--- src/rtl/dct_pkg.sv ---
// Shared constants, types and helpers for the 8-point row DCT pipeline.
package dct_pkg;

  localparam int DCT_N = 8;

  // Output lane k takes stage-5 term LANE_PERM[k].
  localparam int LANE_PERM [DCT_N] = '{0, 7, 3, 6, 1, 5, 2, 4};

  typedef enum logic {
    ROUND_FLOOR   = 1'b0,
    ROUND_HALF_UP = 1'b1
  } round_e;

  function automatic int dct_w(input int in_w);
    return in_w + 7;
  endfunction

endpackage

--- src/rtl/dct_round_sat.sv ---
// Drops FRAC_W guard bits (floor or round-half-up) and clamps to a signed OUT_W result.
module dct_round_sat
  import dct_pkg::*;
#(
  parameter int W      = 18,
  parameter int FRAC_W = 4,
  parameter int OUT_W  = 14,
  parameter int ROUND  = 1
) (
  input  logic signed [W-1:0]     i_v,
  output logic signed [OUT_W-1:0] o_q,
  output logic                    o_sat
);

  localparam logic [FRAC_W-1:0] HalfF = FRAC_W'(1) << (FRAC_W - 1);

  logic signed [W-1:0] w_sh;
  logic signed [W:0]   w_q;
  logic                w_inc;
  logic                w_pos;
  logic                w_neg;

  always_comb begin
    w_sh  = i_v >>> FRAC_W;
    w_inc = (ROUND == int'(ROUND_HALF_UP)) && (i_v[FRAC_W-1:0] >= HalfF);
    // One extra bit so the round-up increment cannot wrap.
    w_q   = {w_sh[W-1], w_sh} + {{W{1'b0}}, w_inc};
    w_pos = !w_q[W] && (|w_q[W-1:OUT_W-1]);
    w_neg = w_q[W] && !(&w_q[W-1:OUT_W-1]);
    o_sat = w_pos || w_neg;
    if (w_pos) begin
      o_q = {1'b0, {(OUT_W-1){1'b1}}};
    end else if (w_neg) begin
      o_q = {1'b1, {(OUT_W-1){1'b0}}};
    end else begin
      o_q = w_q[OUT_W-1:0];
    end
  end

endmodule

--- src/rtl/dct8_row_pipe.sv ---
// Five-stage 8-point forward DCT on one row per cycle, with a global stall enable,
// tag pass-through and per-lane saturating output.
module dct8_row_pipe
  import dct_pkg::*;
#(
  parameter int IN_W   = 11,
  parameter int OUT_W  = 14,
  parameter int FRAC_W = 4,
  parameter int ROUND  = 1,
  parameter int TAG_W  = 4
) (
  input  logic                     i_clk,
  input  logic                     i_rst,
  input  logic                     i_valid,
  output logic                     o_ready,
  input  logic [DCT_N*IN_W-1:0]    i_data,
  input  logic [TAG_W-1:0]         i_tag,
  output logic                     o_valid,
  input  logic                     i_ready,
  output logic [DCT_N*OUT_W-1:0]   o_data,
  output logic [TAG_W-1:0]         o_tag,
  output logic [DCT_N-1:0]         o_sat
);

  localparam int W = dct_w(IN_W);

  typedef logic signed [W-1:0] smp_t;

  // Constant arithmetic wraps at W bits; divisions truncate toward zero.
  function automatic smp_t mul_f(smp_t v);
    return v <<< FRAC_W;
  endfunction

  function automatic smp_t mul3(smp_t v);
    return (v <<< 1) + v;
  endfunction

  function automatic smp_t mul5(smp_t v);
    return (v <<< 2) + v;
  endfunction

  function automatic smp_t mul6(smp_t v);
    return (v <<< 2) + (v <<< 1);
  endfunction

  function automatic smp_t mul7(smp_t v);
    return (v <<< 3) - v;
  endfunction

  function automatic smp_t div8(smp_t v);
    smp_t t;
    t = v + (v[W-1] ? smp_t'(7) : smp_t'(0));
    return t >>> 3;
  endfunction

  function automatic smp_t div2(smp_t v);
    smp_t t;
    t = v + (v[W-1] ? smp_t'(1) : smp_t'(0));
    return t >>> 1;
  endfunction

  smp_t w_x [DCT_N];
  smp_t w_a [DCT_N];
  smp_t w_b [DCT_N];
  smp_t w_c [DCT_N];
  smp_t w_d [DCT_N];
  smp_t w_e [DCT_N];
  smp_t r_a [DCT_N];
  smp_t r_b [DCT_N];
  smp_t r_c [DCT_N];
  smp_t r_d [DCT_N];
  smp_t r_e [DCT_N];

  logic [4:0]       r_vld;
  logic [TAG_W-1:0] r_tag [5];
  logic             w_en;

  assign o_valid = r_vld[4];
  assign o_tag   = r_tag[4];
  assign w_en    = !(o_valid && !i_ready);
  assign o_ready = w_en;

  always_comb begin
    for (int k = 0; k < DCT_N; k++) begin
      w_x[k] = smp_t'(signed'(i_data[k*IN_W +: IN_W]));
    end

    w_a[0] = w_x[0] + w_x[7];
    w_a[1] = w_x[1] + w_x[6];
    w_a[2] = w_x[2] + w_x[5];
    w_a[3] = w_x[3] + w_x[4];
    w_a[4] = w_x[3] - w_x[4];
    w_a[5] = w_x[2] - w_x[5];
    w_a[6] = w_x[1] - w_x[6];
    w_a[7] = w_x[0] - w_x[7];

    w_b[0] = mul_f(r_a[3] + r_a[1]);
    w_b[1] = mul_f(r_a[2] + r_a[1]);
    w_b[2] = mul_f(r_a[1] - r_a[2]);
    w_b[3] = mul_f(r_a[0] - r_a[3]);
    w_b[4] = mul_f(r_a[4]);
    w_b[5] = mul_f(r_a[5]);
    w_b[6] = mul6(r_a[5]) + mul_f(r_a[6]);
    w_b[7] = mul_f(r_a[7]);

    w_c[0] = r_b[0] + r_b[1];
    w_c[1] = r_b[1];
    w_c[2] = r_b[2] - div8(mul3(r_b[3]));
    w_c[3] = r_b[3];
    w_c[4] = r_b[4];
    w_c[5] = div8(mul5(r_b[6])) - r_b[5];
    w_c[6] = r_b[7] - r_b[6];
    w_c[7] = r_b[6] + r_b[7];

    w_d[0] = r_c[0];
    w_d[1] = div2(r_c[0]) - r_c[1];
    w_d[2] = r_c[2];
    w_d[3] = r_c[3] + div8(mul3(r_c[2]));
    w_d[4] = r_c[4] + r_c[5] - div8(r_c[7]);
    w_d[5] = r_c[4] - r_c[5] + div8(mul7(r_c[6]));
    w_d[6] = r_c[6];
    w_d[7] = r_c[7];

    w_e    = r_d;
    w_e[6] = r_d[6] - div2(r_d[5]);
  end

  always_ff @(posedge i_clk) begin
    if (i_rst) begin
      for (int k = 0; k < DCT_N; k++) begin
        r_a[k] <= '0;
        r_b[k] <= '0;
        r_c[k] <= '0;
        r_d[k] <= '0;
        r_e[k] <= '0;
      end
      for (int s = 0; s < 5; s++) begin
        r_tag[s] <= '0;
      end
      r_vld <= '0;
    end else if (w_en) begin
      r_a      <= w_a;
      r_b      <= w_b;
      r_c      <= w_c;
      r_d      <= w_d;
      r_e      <= w_e;
      r_vld    <= {r_vld[3:0], i_valid};
      r_tag[0] <= i_tag;
      for (int s = 1; s < 5; s++) begin
        r_tag[s] <= r_tag[s-1];
      end
    end
  end

  for (genvar k = 0; k < DCT_N; k++) begin : g_lane
    dct_round_sat #(
      .W      (W),
      .FRAC_W (FRAC_W),
      .OUT_W  (OUT_W),
      .ROUND  (ROUND)
    ) u_rs (
      .i_v   (r_e[LANE_PERM[k]]),
      .o_q   (o_data[k*OUT_W +: OUT_W]),
      .o_sat (o_sat[k])
    );
  end

endmodule

--- config.mk ---
export PLATFORM = sky130hd
export DESIGN_NAME = dct8_row_pipe
export DESIGN_NICKNAME = d
export VERILOG_FILES = /design/src/rtl/dct_pkg.sv /design/src/rtl/dct_round_sat.sv /design/src/rtl/dct8_row_pipe.sv
export SDC_FILE = /design/constraint.sdc
export NUM_CORES = 2
export LEC_CHECK = 0
export CORE_MARGIN = 5
export CORE_UTILIZATION = 45
export CTS_CLUSTER_SIZE = 10
export DETAILED_ROUTE_END_ITERATION = 10
export SLEW_MARGIN = 20
export SYNTH_ARGS = -nofsm -noshare
export SYNTH_HDL_FRONTEND = slang
export SYNTH_SLANG_ARGS = --single-unit
export TNS_END_PERCENT = 50
--- constraint.sdc ---
create_clock -name i_clk -period 7.6 [get_ports i_clk]
set_input_delay 1.52 -clock i_clk [delete_from_list [all_inputs] [get_ports i_clk]]
set_output_delay 1.52 -clock i_clk [all_outputs]
set_load 0.01 [all_outputs]
# == Word-level counts from Yosys, hierarchy flattened ==
# Memories as Yosys holds them, arrays and structs flattened.
# Cells that the tools add are included.
# word_totals
ram_bits,20
input_bits,96
n_memories,1
regBits,629
output_inout_bits,126
elab_cells,192
# memory_table
memory,depth,width,rd,rd_ports_with_merged_regs,write_ports,line_no,source
r_tag,5,4,5,0,5,dct8_row_pipe.sv:75,logic [TAG_W-1:0] r_tag [5];
# classes
addsub,45
n_mux,33
n_reduce_logical,59
n_lt_le_gt_ge,8
bitwise,5
# op_table
operator,n
14-bit two-way mux,16
14-bit by 2-bit adder with 15-bit output,8
18-bit by 4-bit adder with 18-bit output,5
18-bit adder,4
11-bit by 11-bit adder with 12-bit output,4
11-bit by 11-bit subtractor with 12-bit output,4
5-bit AND reduction,8
5-bit OR reduction,8
18-bit by 15-bit adder with 18-bit output,2
18-bit by 2-bit adder with 18-bit output,2
16-bit by 18-bit subtractor with 18-bit output,2
18-bit by 15-bit subtractor with 18-bit output,2
4-bit >= comparator (second input constant),8
12-bit by 12-bit adder with 13-bit output,2
12-bit by 12-bit subtractor with 13-bit output,2
4-bit two-way mux,5
16-bit by 18-bit adder with 18-bit output,1
18-bit by 16-bit adder with 18-bit output,1
1-bit logical NOT,18
17-bit by 18-bit subtractor with 18-bit output,1
18-bit by 17-bit subtractor with 18-bit output,1
18-bit subtractor,1
15-bit by 16-bit adder with 17-bit output,1
1-bit logical AND,17
6 further kinds,27

# == Longest topological paths before layout ==
# logic_depth
ltp_word,7
mapped_depth,29
ltp_nobuf,29

# == Hierarchy ==
# From an unflattened synthesis, not the netlist that was laid out.
# unflattened
cells_unflattened,5207
area_unflattened_um2,40884.2
# modules_own_cells
mod,seq_area_each_um2,instances,area_per_inst_um2,cells_per_inst
dct8_row_pipe,12271.8,1,36720.2,4615
dct_round_sat,0.0,8,520.5,74

# == Worst setup path after synthesis ==
# OpenSTA, ideal clock, no wires.
# synth_timing
path_type,register -> register
from,register r_b[26] (netlist bit)
to,register r_c[51] (netlist bit)
arrival_time_ps,5217
setup_time_ps,117
setup_slack_ps,2266
synth_period_minus_slack_ps,5334
stages_incl_launch_ff,25
required_ps,7483
path_buffers,0
cell_sequence,dfxtp_1 > ha_1 > a21o_1 > a21o_1 > a21oi_1 > nor2b_1 > nor3_1 > nor2_1 > xnor2_1 > ha_1 > nand4_1 > or3_1 > nand3_1 > nand2_1 > xnor2_1 > ha_1 > nor2b_1 > o21ai_0 > a21boi_0 > o21ai_0 > a21boi_0 > o2111a_1 > nor3_1 > or4_1 > a32o_1
# synth_via
elab_chain_len,4
# synth_lines
element,line_no,source
start: declaration,dct8_row_pipe.sv:69,smp_t r_b [DCT_N];
start signal: assignment,dct8_row_pipe.sv:143,r_b <= w_b;
18-bit adder (*),dct8_row_pipe.sv:39,return (v <<< 2) + v;
3-bit two-way mux,dct8_row_pipe.sv:52,t = v + (v[W-1] ? smp_t'(7) : smp_t'(0));
18-bit by 4-bit adder with 18-bit output (*),dct8_row_pipe.sv:52,
15-bit by 16-bit subtractor with 17-bit output (*),dct8_row_pipe.sv:111,w_c[5] = div8(mul5(r_b[6])) - r_b[5];
end signal: assignment,dct8_row_pipe.sv:144,r_c <= w_c;
end: declaration,dct8_row_pipe.sv:70,smp_t r_c [DCT_N];
# Every way passes the cells marked *; elsewhere a longest branch is shown, timed or not.
# A chain may end at the register's enable or synchronous reset.

# == Final worst setup path ==
# layout_timing
from,register r_b[19] (netlist bit)
to,register r_c[50] (netlist bit)
# The elaborated chain is that of the path after synthesis.

==> impl_summary.txt <==
----------------------------------------------------
[Timing]
  Achievable frequency ... around 160 MHz
  Worst-Margin Slew ... approximately 1.1 ns
  Sum Neg Setup Slack ... 0 ns
  Setup repair after global routing missed its margin ... false
  Final slew viol count ... 0
  Max Clock Skew ... between 0.02 and 0.025 ns
  Minimum period implied by the final worst setup slack ... around 6 ns
  Number of hold violations in the final report ... 0
  Period utilisation layout ... around 80%
  Setup violation total in the final timing report ... 0
  Final-layout worst hold slack ... roughly 0.45 ns
  Headroom to the max-slew limit ... approximately 27%
  Setup slack of the critical path after layout ... 1.50 ns

[Setup path]
  Crit path buffers/inverters ... 2
  Worst R2R End ... r_c[50]
  Worst Reg2Reg Path Length in Cells ... 28
  Cell family with most CP delay ... compound AO/OA/AOI/OAI gates
  Worst EP required ... about 8 ns
  Critical path class ... reg2reg
  Crit path top cell by count ... sky130_fd_sc_hd__a21oi_1
  Crit Path Max Fanout ... 9
  Crit-path max cell delay ... ~0.44 ns
  Critical Path AT ... 6.60 ns
  Worst setup slack for register-to-register paths ... approximately 1.5 ns
  Launch instance of the worst register-to-register path ... r_b[19]
  Slowest cell on the critical path ... sky130_fd_sc_hd__nor3_1
  Nature of the critical path endpoint ... flop
  Startpoint type of the worst setup path ... flop

[Place]
  GPL Wtd Cong ... 0.893
  Number of input and output port buffers inserted ... between 200 and 250
  Sum of net half-perimeters after detailed placement ... ~80000 microns
  Worst slack at placement ... between 1.5 and 2 ns

[Yosys]
  Most instantiated library cell after synthesis ... sky130_fd_sc_hd__nand2_1
  Cell type with the highest aggregate area in the netlist ... sky130_fd_sc_hd__dfxtp_1
  Post-synth cell types ... 90
  Sequential-to-total area share from yosys stat ... 30.2%
  Most instantiated flip-flop cell in the synthesis netlist ... sky130_fd_sc_hd__dfxtp_1
  Leading cell types by count after synthesis ... sky130_fd_sc_hd__nand2_1, sky130_fd_sc_hd__dfxtp_1, sky130_fd_sc_hd__a21oi_1
  Count of flip-flops with a built-in enable after synthesis ... 20
  Post-synthesis cell count ... 4961
  Xor and xnor area share after synthesis ... approximately 7.6%
  Mean cell area of the mapped netlist ... around 8 sq um
  Count of state elements after synthesis ... roughly 580
  Total standard cell area after synthesis ... 38900 sq um
  Top cell type's share of synthesized area ... roughly 29%
  Synth warnings ... 0
  Number of nets produced by synthesis ... roughly 5.5k
  Post-synthesis compound-gate area fraction ... around a fifth
  Largest family of logic cells by synthesized area ... compound AO/OA/AOI/OAI gates
  Fraction of the mapped netlist area in adder cells ... roughly 15%
  Multiplexer share of the synthesized area ... 0.135%
  Post-synth ARST share ... 0%
  Area fraction in and, or, nand and nor cells after synthesis ... 19.9%
  Main area contributors after synthesis ... sky130_fd_sc_hd__dfxtp_1, sky130_fd_sc_hd__ha_1, sky130_fd_sc_hd__nand2_1, sky130_fd_sc_hd__a21oi_1, sky130_fd_sc_hd__xnor2_1

[Clock tree]
  Clock insertion delay at the later pin of the skew report ... between 0.6 and 0.7 ns
  Hold-fix buffer count after cts ... 0
  Clock transition at the register clock pins on the worst setup and hold paths after CTS ... 0.05 ns
  Number of instances resized during post-cts repair ... 0
  H-tree levels ... 3
  Number of setup buffers added after CTS ... 0
  Num CTS Buffers ... 70
  CTS tree ... done
  Sinks on the clock net ... between 500 and 600
  Maximum clock path buffer count ... 3
  Root buffer cell ... sky130_fd_sc_hd__clkbuf_16

[Job]
  Maxcap violations ... 0

[Power and ir drop]
  Combinational Power Share ... between 50% and 60%
  Cell leakage power ... around 19 nW
  Switching power as a share of total power ... 42.2%
  Pwr Density ... 390 nW/um^2
  Internal portion of total power ... about 10 mW
  Net load switching power ... approximately 7 mW
  Sequential Power Share ... roughly 26%
  Relative contribution of the clock network to total power ... roughly 18%
  Highest ir drop seen on vdd ... 0.000309 V

[Detailed routing]
  Detailed-routing iteration count for the pre-antenna-repair pass ... 5
  Violation count after the first detailed-routing iteration ... between 1.5k and 2k
  Per-cell routed wire length ... ~17 microns
  Vias per inst ... about 5.4
  Via Count ... roughly 33k
  Final wirelength ... ~110000 microns
  Antenna Violating Nets Remaining ... 0
  Residual DRC count ... 0

[Global route]
  Remaining global-route overflow ... 0
  Maximum number of pins on one net before global-route repair ... ~190
  Via count of the first global-routing pass ... between 30k and 40k
  Antenna violations before repair ... 0
  Global-route wire length before repair ... between 150000 and 200000 microns
  All-Layer GR Usage ... between 20% and 30%

[Worst hold path]
  Class of the tightest hold or removal check ... reg2reg
  Launch instance of the worst min-delay path ... r_e[139]
  Worst hold path endpoint ... r_e[139]
  Instance count along the most critical hold path ... 2

[Cells and area]
  Fillers ... approximately 8.4k
  Area added between synthesis and finish ... 12.6%
  Final core utilization ... roughly half
  Nets ... ~5.6k
  Fraction of final layout cells sized beyond drive strength 1 ... 3.11%
  Antenna diodes ... 0

[Run status]
  Run status ... complete, no violations

[Floorplanning]
  Number of top-level design ports ... approximately 220
  Row count ... about 110
  Core region area ... ~86000 sq um
  Chip height ... between 300 and 400 microns
  Initial core utilization ... 45.5%
  Die Wd ... between 300 and 400 microns
  Die Outline Area ... 92500 sq um

----------------------------------------------------
[worst register-to-register path, delay by kind of cell (launching register included)]
family | cells | cell delay, ns
AOI/OAI and AO/OA | 13 | 2.43
xor gates and xnor gates | 2 | 0.33
adders and majority gates | 5 | 1.41
and+or+nand+nor | 6 | 1.29
buffers and inverters | 2 | 0.13
DFF | 1 | 0.40
[metrics by stage]
stage	power (mW)	instance area (sq um)	instances
global route	18.6	43800	6194
CTS	17.2	43800	6194
floorplan	11.5	38900	4961
finish	17.1	43800	6194
detailed placement	14.0	41800	6094
global placement	13.9	41800	6094
[area by class of cell]
cell class	instances	area (sq um)	area share [%]
Clock inverter	9	134	0.305
Inverter	370	1400	3.18
Timing Repair Buffer	239	2370	5.42
Clock buffer	91	1910	4.36
Sequential cell	578	11800	26.8
Multi-Input combinational cell	3763	24800	56.6
Tap cell	1144	1430	3.26
[cell usage in the layout (no fill, tap or decap), drive strengths merged, types with 132 or more instances in the layout]
cell type,count
inv,372
o21ai,185
a21oi,514
nor2,296
ha,385
dfxtp,558
a21o,132
clkdlybuf4s50,219
xnor2,200
nand2,840
xor2,138
[sequential cells by signal (all words and copies together) (netlist names)]
signal,flops
r_a,92
r_b,102
r_tag,20
r_d,123
r_e,118
r_vld,5
r_c,118
[metal layers]
layer	part of all wire (%)	track usage (%)	vias up	routed length [microns]
met5	0	0	-	0
met4	1.4	4.34	0	1540
met3	3.9	2.39	89	4190
met2	43	34.7	576	46100
met1	51	33.4	15400	54900
li1	-	-	17200	-
[worst max path at each step]
stage,start,to,slack (ns),cells past startpoint
global placement,r_b[19],r_c[51],1.64,26
finish,r_b[19],r_c[50],1.50,28
CTS,r_b[19],r_c[50],1.52,28
floorplan,r_b[26],r_c[51],2.27,24
detailed placement,r_b[19],r_c[51],1.56,26
global route,r_b[28],r_c[50],0.95,26
[power groups by stage]
stage / sequential [mW] / clock [mW] / combinational [mW]
6_report: 4.44 / 3.08 / 9.58
3_5_place_dp: 4.49 / 0 / 9.48
3_3_place_gp: 4.48 / 0 / 9.42
4_1_cts: 4.43 / 3.16 / 9.57
5_1_grt: 4.52 / 3.28 / 10.8
2_1_floorplan: 4.19 / 0 / 7.28
[logic make-up (layout without fill, tap and decap cells)]
group / after synthesis / count (layout)
flip-flops: 578 / 578
XOR/XNOR: 338 / 338
other: 1 / 1
buffers and inverters: 620 / 709
AO/OA/AOI/OAI: 1274 / 1274
multiplexers: 4 / 4
adder cells (fa/ha/maj): 442 / 442
AND/OR/NAND/NOR: 1704 / 1704
Power figures use the tool's default switching activity.
